### src/rtl/reg_pkg.sv
// reg_pkg: register-file widths, the read-only register index and the write-back entry type.
package reg_pkg;
    localparam int REG_AW = 5;
    localparam int REG_DW = 32;
    localparam logic [REG_AW-1:0] REG_RO_ADDR = 5'd31;
    typedef struct packed {
        logic [REG_AW-1:0] addr;
        logic [REG_DW-1:0] data;
    } wb_entry;
endpackage

### src/rtl/wb_bypass_lookup.sv
// wb_bypass_lookup: youngest-match search over the queued write-backs for one lookup address.
module wb_bypass_lookup
    import reg_pkg::*;
#(
    parameter int DEPTH = 4
) (
    input  wb_entry [DEPTH-1:0]         i_ent,
    input  logic [DEPTH-1:0]            i_vld,
    input  logic [$clog2(DEPTH)-1:0]    i_head,
    input  logic [REG_AW-1:0]           i_addr,
    output logic                        o_hit,
    output logic [REG_DW-1:0]           o_data
);
    localparam int PW = $clog2(DEPTH);
    logic [PW-1:0] w_idx;
    // Walk oldest to youngest so the last match left standing is the youngest.
    always_comb begin
        o_hit = 1'b0;
        o_data = '0;
        w_idx = '0;
        for (int k = 0; k < DEPTH; k++) begin
            w_idx = i_head + PW'(k);
            if (i_vld[w_idx] && i_ent[w_idx].addr == i_addr && i_addr != REG_RO_ADDR) begin
                o_hit = 1'b1;
                o_data = i_ent[w_idx].data;
            end
        end
    end
endmodule

### src/rtl/reg_wb_queue.sv
// reg_wb_queue: in-order write-back buffer feeding the register file write port, with bypass lookups.
module reg_wb_queue
    import reg_pkg::*;
#(
    parameter int DEPTH = 4,
    parameter int DW    = REG_DW,
    parameter int AW    = REG_AW
) (
    input  logic                     clk,
    input  logic                     reset,
    input  logic                     in_valid,
    output logic                     in_ready,
    input  logic                     in_r_type,
    input  logic [AW-1:0]            in_rs2,
    input  logic [AW-1:0]            in_rd,
    input  logic [DW-1:0]            in_data,
    input  logic                     drain_en,
    input  logic                     flush,
    output logic                     reg_wr,
    output logic                     wr_r_type,
    output logic [AW-1:0]            wr_rd,
    output logic [DW-1:0]            wr_data,
    input  logic [AW-1:0]            byp_addr_a,
    input  logic [AW-1:0]            byp_addr_b,
    output logic                     byp_hit_a,
    output logic                     byp_hit_b,
    output logic [DW-1:0]            byp_data_a,
    output logic [DW-1:0]            byp_data_b,
    output logic [$clog2(DEPTH):0]   count,
    output logic [7:0]               drop_cnt
);
    localparam int PW = $clog2(DEPTH);
    localparam int CW = PW + 1;
    wb_entry [DEPTH-1:0] r_ent;
    logic [DEPTH-1:0]    r_vld;
    logic [PW-1:0]       r_head, r_tail;
    logic [CW-1:0]       r_count;
    logic                r_wr;
    logic [AW-1:0]       r_wr_rd;
    logic [DW-1:0]       r_wr_data;
    logic [7:0]          r_drop;
    logic [AW-1:0]       w_dest;
    logic                w_acc, w_enq, w_deq;
    logic                w_qhit_a, w_qhit_b, w_ohit_a, w_ohit_b;
    logic [DW-1:0]       w_qdata_a, w_qdata_b;

    assign w_dest    = in_r_type ? in_rd : in_rs2;
    assign in_ready  = r_count < CW'(DEPTH);
    assign w_acc     = in_valid & in_ready & ~flush;
    assign w_enq     = w_acc & (w_dest != REG_RO_ADDR);
    assign w_deq     = drain_en & (r_count != '0) & ~flush;
    assign reg_wr    = r_wr;
    assign wr_r_type = 1'b1;
    assign wr_rd     = r_wr_rd;
    assign wr_data   = r_wr_data;
    assign count     = r_count;
    assign drop_cnt  = r_drop;

    always_ff @(posedge clk or posedge reset) begin
        if (reset) begin
            r_vld     <= '0;
            r_head    <= '0;
            r_tail    <= '0;
            r_count   <= '0;
            r_wr      <= 1'b0;
            r_wr_rd   <= '0;
            r_wr_data <= '0;
            r_drop    <= '0;
        end else begin
            r_wr <= w_deq;
            if (w_deq) begin
                r_wr_rd   <= r_ent[r_head].addr;
                r_wr_data <= r_ent[r_head].data;
            end
            if (w_acc && !w_enq && r_drop != 8'hFF)
                r_drop <= r_drop + 8'd1;
            if (flush) begin
                r_vld   <= '0;
                r_head  <= '0;
                r_tail  <= '0;
                r_count <= '0;
            end else begin
                if (w_enq) begin
                    r_vld[r_tail] <= 1'b1;
                    r_tail        <= r_tail + 1'b1;
                end
                if (w_deq) begin
                    r_vld[r_head] <= 1'b0;
                    r_head        <= r_head + 1'b1;
                end
                r_count <= r_count + CW'(w_enq) - CW'(w_deq);
            end
        end
    end

    // Entry payload needs no reset; the valid bits alone qualify it.
    always_ff @(posedge clk) begin
        if (w_enq)
            r_ent[r_tail] <= {w_dest, in_data};
    end

    wb_bypass_lookup #(.DEPTH(DEPTH)) u_byp_a (
        .i_ent(r_ent), .i_vld(r_vld), .i_head(r_head), .i_addr(byp_addr_a),
        .o_hit(w_qhit_a), .o_data(w_qdata_a)
    );
    wb_bypass_lookup #(.DEPTH(DEPTH)) u_byp_b (
        .i_ent(r_ent), .i_vld(r_vld), .i_head(r_head), .i_addr(byp_addr_b),
        .o_hit(w_qhit_b), .o_data(w_qdata_b)
    );

    assign w_ohit_a   = r_wr & (r_wr_rd == byp_addr_a) & (byp_addr_a != REG_RO_ADDR);
    assign w_ohit_b   = r_wr & (r_wr_rd == byp_addr_b) & (byp_addr_b != REG_RO_ADDR);
    assign byp_hit_a  = w_qhit_a | w_ohit_a;
    assign byp_hit_b  = w_qhit_b | w_ohit_b;
    assign byp_data_a = w_qhit_a ? w_qdata_a : w_ohit_a ? r_wr_data : '0;
    assign byp_data_b = w_qhit_b ? w_qdata_b : w_ohit_b ? r_wr_data : '0;
endmodule

### config.mk
export PLATFORM = sky130hd
export DESIGN_NAME = reg_wb_queue
export DESIGN_NICKNAME = d
export VERILOG_FILES = /design/src/rtl/reg_pkg.sv /design/src/rtl/wb_bypass_lookup.sv /design/src/rtl/reg_wb_queue.sv
export SDC_FILE = /design/constraint.sdc
export NUM_CORES = 1
export LEC_CHECK = 0
export ABC_AREA = 1
export CORE_MARGIN = 2
export CORE_UTILIZATION = 57
export CTS_BUF_LIST = sky130_fd_sc_hd__clkbuf_8
export DETAILED_ROUTE_END_ITERATION = 7
export PLACE_DENSITY = 0.89
export SKIP_CTS_REPAIR_TIMING = 1
export SYNTH_ARGS = -nofsm -noshare
export SYNTH_HDL_FRONTEND = slang
export SYNTH_SLANG_ARGS = --single-unit
### constraint.sdc
create_clock -name clk -period 6.1 [get_ports clk]
set_clock_uncertainty 0.05 [all_clocks]
set_input_delay 1.83 -clock clk [delete_from_list [all_inputs] [get_ports clk]]
set_output_delay 1.83 -clock clk [all_outputs]
set_load 0.005 [all_outputs]
==> results.md <==
- Status: complete, but fails checks
- Violated checks: design-rule violations
- Post-DP HPWL: 37,270 um
- Ys flop type: edfxtp_1
- Syn Std Cell Area: about 15,000 um^2
- Yosys cell types: 44
- Post-synth top area cell: edfxtp_1
- Post-synth ARST share: between 20 and 30%
- Syn Inst Count: 2,159
- Hold Crit Class: register to register
- Worst Path Arrival: 4.07 ns
- Crit-path most repeated cell: nand2_1
- Worst Path Max Fanout: 9
- Via Count: approximately 16,000
- # fillers: approximately 2,000
- TritonCTS Sinks: ~210
- RR Startpoint: r_head[0]$_DFFE_PP0P_
- Design area: approximately 19,000 um^2
- Largest net degree at the start of global routing: between 150 and 200
- Yosys warnings: 0
- Starting Density: between 50% and 60%
- Critical Path RT: ~4.2 ns
- Die W: 165 um
- MaxCap Viol Count: 0
- Drt first pass iters: 8
- Ant diodes: 0
- Fin crit share: 97.47%
- Tightest Pin Transition: 0.9082 ns
- Worst-Skew Late Latency: ~0.56 ns
- Detailed Route Iter0 Violations: about 2,400
- Share of layout cells above drive strength 1: 11.50%
- Placed instance area: around 17,000 um^2
- # setup viols final: 0
- CTS Buf Count: 37
- Synth top area share: around 30%
- Worst Setup SP: byp_addr_a[3]
- Crit path largest cell delay: between 0.5 and 0.6 ns
- GRT Util Overall: 37.85%
- CTS root buf: clkbuf_8
- Max Transition Viols Final: 0
- #FFs+latches synth: ~210
- Max VDD drop: roughly 0.28 mV
- R2R setup slack: 3.45 ns
- Critical path cell sequence: dlymetal6s2s_1 > buf_4 > buf_4 > nand2_1 > nand2_1 > nor2_1 > nand3_4 > nand2_2 > nor2_4 > buf_4 > clkbuf_16 > nor2_1 > nand2_1 > nand2_1 > clkdlybuf4s50_1
- Syn-to-layout area delta: 25.30%
- Final hold vios: 0
- Leakage: 0.008683 uW
- Vias in the first global route: ~14,000
- Register area share after synthesis: between 30% and 40%
- Slew margin rel.: between 30% and 40%
- Placer Congestion: between 0.9 and 1
- Post-synth EDFFs: approximately 150
- CP endpoint kind: output pin
- Initial antenna violation count: 2
- Critical path's slowest cell: clkdlybuf4s50_1
- Avg WL per Cell: 19.67 um
- Net count after synthesis: 2,229
- Critical path class: primary input to output pin
- Vias per inst: around 5.9
- Post-route setup TNS: 0 ns
- Worst reg-to-reg path cell count: 8
- Dominant cells by area after synthesis: edfxtp_1 (30%), nand2_1 (19%), dfrtp_1 (9.7%)
- Pwr dens: approximately 360 nW/um^2
- Nets: about 2,400
- Setup ws final: 0.1541 ns
- Critical Path Sink: byp_data_a[30]
- Min Tclk post-route: around 5.9 ns
- Fmax: between 0.15 and 0.2 GHz
- Grt ovf: 0
- Clk slew on worst S/H paths: 0.06 ns
- RSZ-0062 raised after global routing: false
- DRC: 4
- Commonest non-fill, non-tap cell in the layout: nand2_1
- CTS H-tree depth: 2
- Global-route wire length before repair: 78,800 um
- Die height: about 170 um
- Die area: between 20,000 and 30,000 um^2
- Reg2reg end: wr_data[1]$_DFFE_PP0N_
- Worst-case clock buffer depth: 3
- CTS tree: done
- Mean Syn Cell Area: between 6 and 7 um^2
- ANT nets after route: 0
- CP Launch Type: primary input
- Rows: just under 60
- Commonest non-fill, non-tap cells in the layout: nand2_1 (728), o21ai_0 (229), nor2_1 (213), nand3_1 (196), clkdlybuf4s50_1 (162)
- Final WL: around 53,000 um
- Post-place setup slack: -0.2369 ns
- # IOs: 175
- Final design utilization: between 70% and 80%
- Core Box Area: roughly 25,000 um^2
- PortBufs: between 150 and 200
- Total power: between 6000 and 7000 uW
synth_stat cells, types with 2 or more instances:
library cell	instances
xor2_1	13
nor2_2	3
buf_6	6
a221oi_1	2
dfrtp_1	57
edfxtp_1	148
or2_0	5
inv_2	4
buf_1	18
nand3_2	4
o21a_1	16
o21ai_0	229
nand3_1	203
nand4_1	69
nand2_1	734
ha_1	11
nor2_4	2
nor2_1	230
clkbuf_1	65
a21oi_1	23
buf_2	52
mux2i_1	28
buf_4	7
inv_1	150
o21ai_1	14
or2_2	40
o22ai_1	4
a211oi_1	6
worst min-delay path by stage:
stage | startpoint | end | slack, ns | depth (start not counted)
2_1_floorplan | drop_cnt[7]$_DFFE_PP0P_ | drop_cnt[7]$_DFFE_PP0P_ | 0.43 | 1
3_3_place_gp | drop_cnt[7]$_DFFE_PP0P_ | drop_cnt[7]$_DFFE_PP0P_ | 0.44 | 1
3_5_place_dp | drop_cnt[7]$_DFFE_PP0P_ | drop_cnt[7]$_DFFE_PP0P_ | 0.44 | 1
4_1_cts | drop_cnt[7]$_DFFE_PP0P_ | drop_cnt[7]$_DFFE_PP0P_ | 0.46 | 1
5_1_grt | drop_cnt[7]$_DFFE_PP0P_ | drop_cnt[7]$_DFFE_PP0P_ | 0.48 | 1
6_report | drop_cnt[7]$_DFFE_PP0P_ | drop_cnt[7]$_DFFE_PP0P_ | 0.46 | 1
metrics by stage:
| step | std cells | hold WS [ns] |
|---|---|---|
| floorplan | 2159 | 0.4349 |
| global placement | 2621 | 0.4376 |
| detailed placement | 2621 | 0.4438 |
| CTS | 2688 | 0.4566 |
| global route | 2703 | 0.4787 |
| finish | 2703 | 0.4596 |
sequential cells by signal, indices dropped and copies added (netlist names), 2 cells and up:
| signal | count |
|---|---|
| r_ent | 148 |
| drop_cnt | 8 |
| r_head | 2 |
| count | 3 |
| r_tail | 2 |
| r_vld | 4 |
| wr_rd | 5 |
| wr_data | 32 |
critical path: cells and delay by family:
kind | cells | cell delay [ns]
simple gates | 9 | 0.96
buf+inv | 6 | 1.26
area by class of cell:
cell class / count / area [um^2] / area share, %
Multi-Input combinational cell: 1649 / 7801 / 42.14
Clock inverter: 28 / 151.4 / 0.8177
Clock buffer: 39 / 536.8 / 2.899
Inverter: 156 / 593.1 / 3.203
Tap cell: 330 / 412.9 / 2.230
Timing Repair Buffer: 296 / 3143 / 16.98
Sequential cell: 205 / 5876 / 31.74
logic make-up (layout without fill, tap and decap cells):
| kind of cell | Yosys count | in the layout | synth area share [%] |
|---|---|---|---|
| AOI/OAI and AO/OA | 297 | 297 | 10.59 |
| xor gates and xnor gates | 14 | 14 | 0.8299 |
| adders and majority gates | 12 | 12 | 1.067 |
| buffers and inverters | 305 | 519 | 8.714 |
| DFF | 205 | 205 | 39.73 |
| muxes | 29 | 29 | 1.973 |
| other | 1 | 1 | 0.02538 |
| and+or+nand+nor | 1296 | 1296 | 37.07 |
metal layers:
metal  global-route usage, %  part of all wire [%]  wire length (um)
met2                   56.44                    42             22440
met3                   12.43                    15              7860
met4                   13.08                   3.7              1981
met5                       0                 0.047                25
met1                   51.82                    39             20860
power by group:
part,internal [uW],switching (uW),leakage [uW],total [uW]
registers,1700,209,0.00207,1910
logic,1200,2380,0.00621,3580
clock network,639,585,0.000405,1220
(Power assumes the default switching activity.)
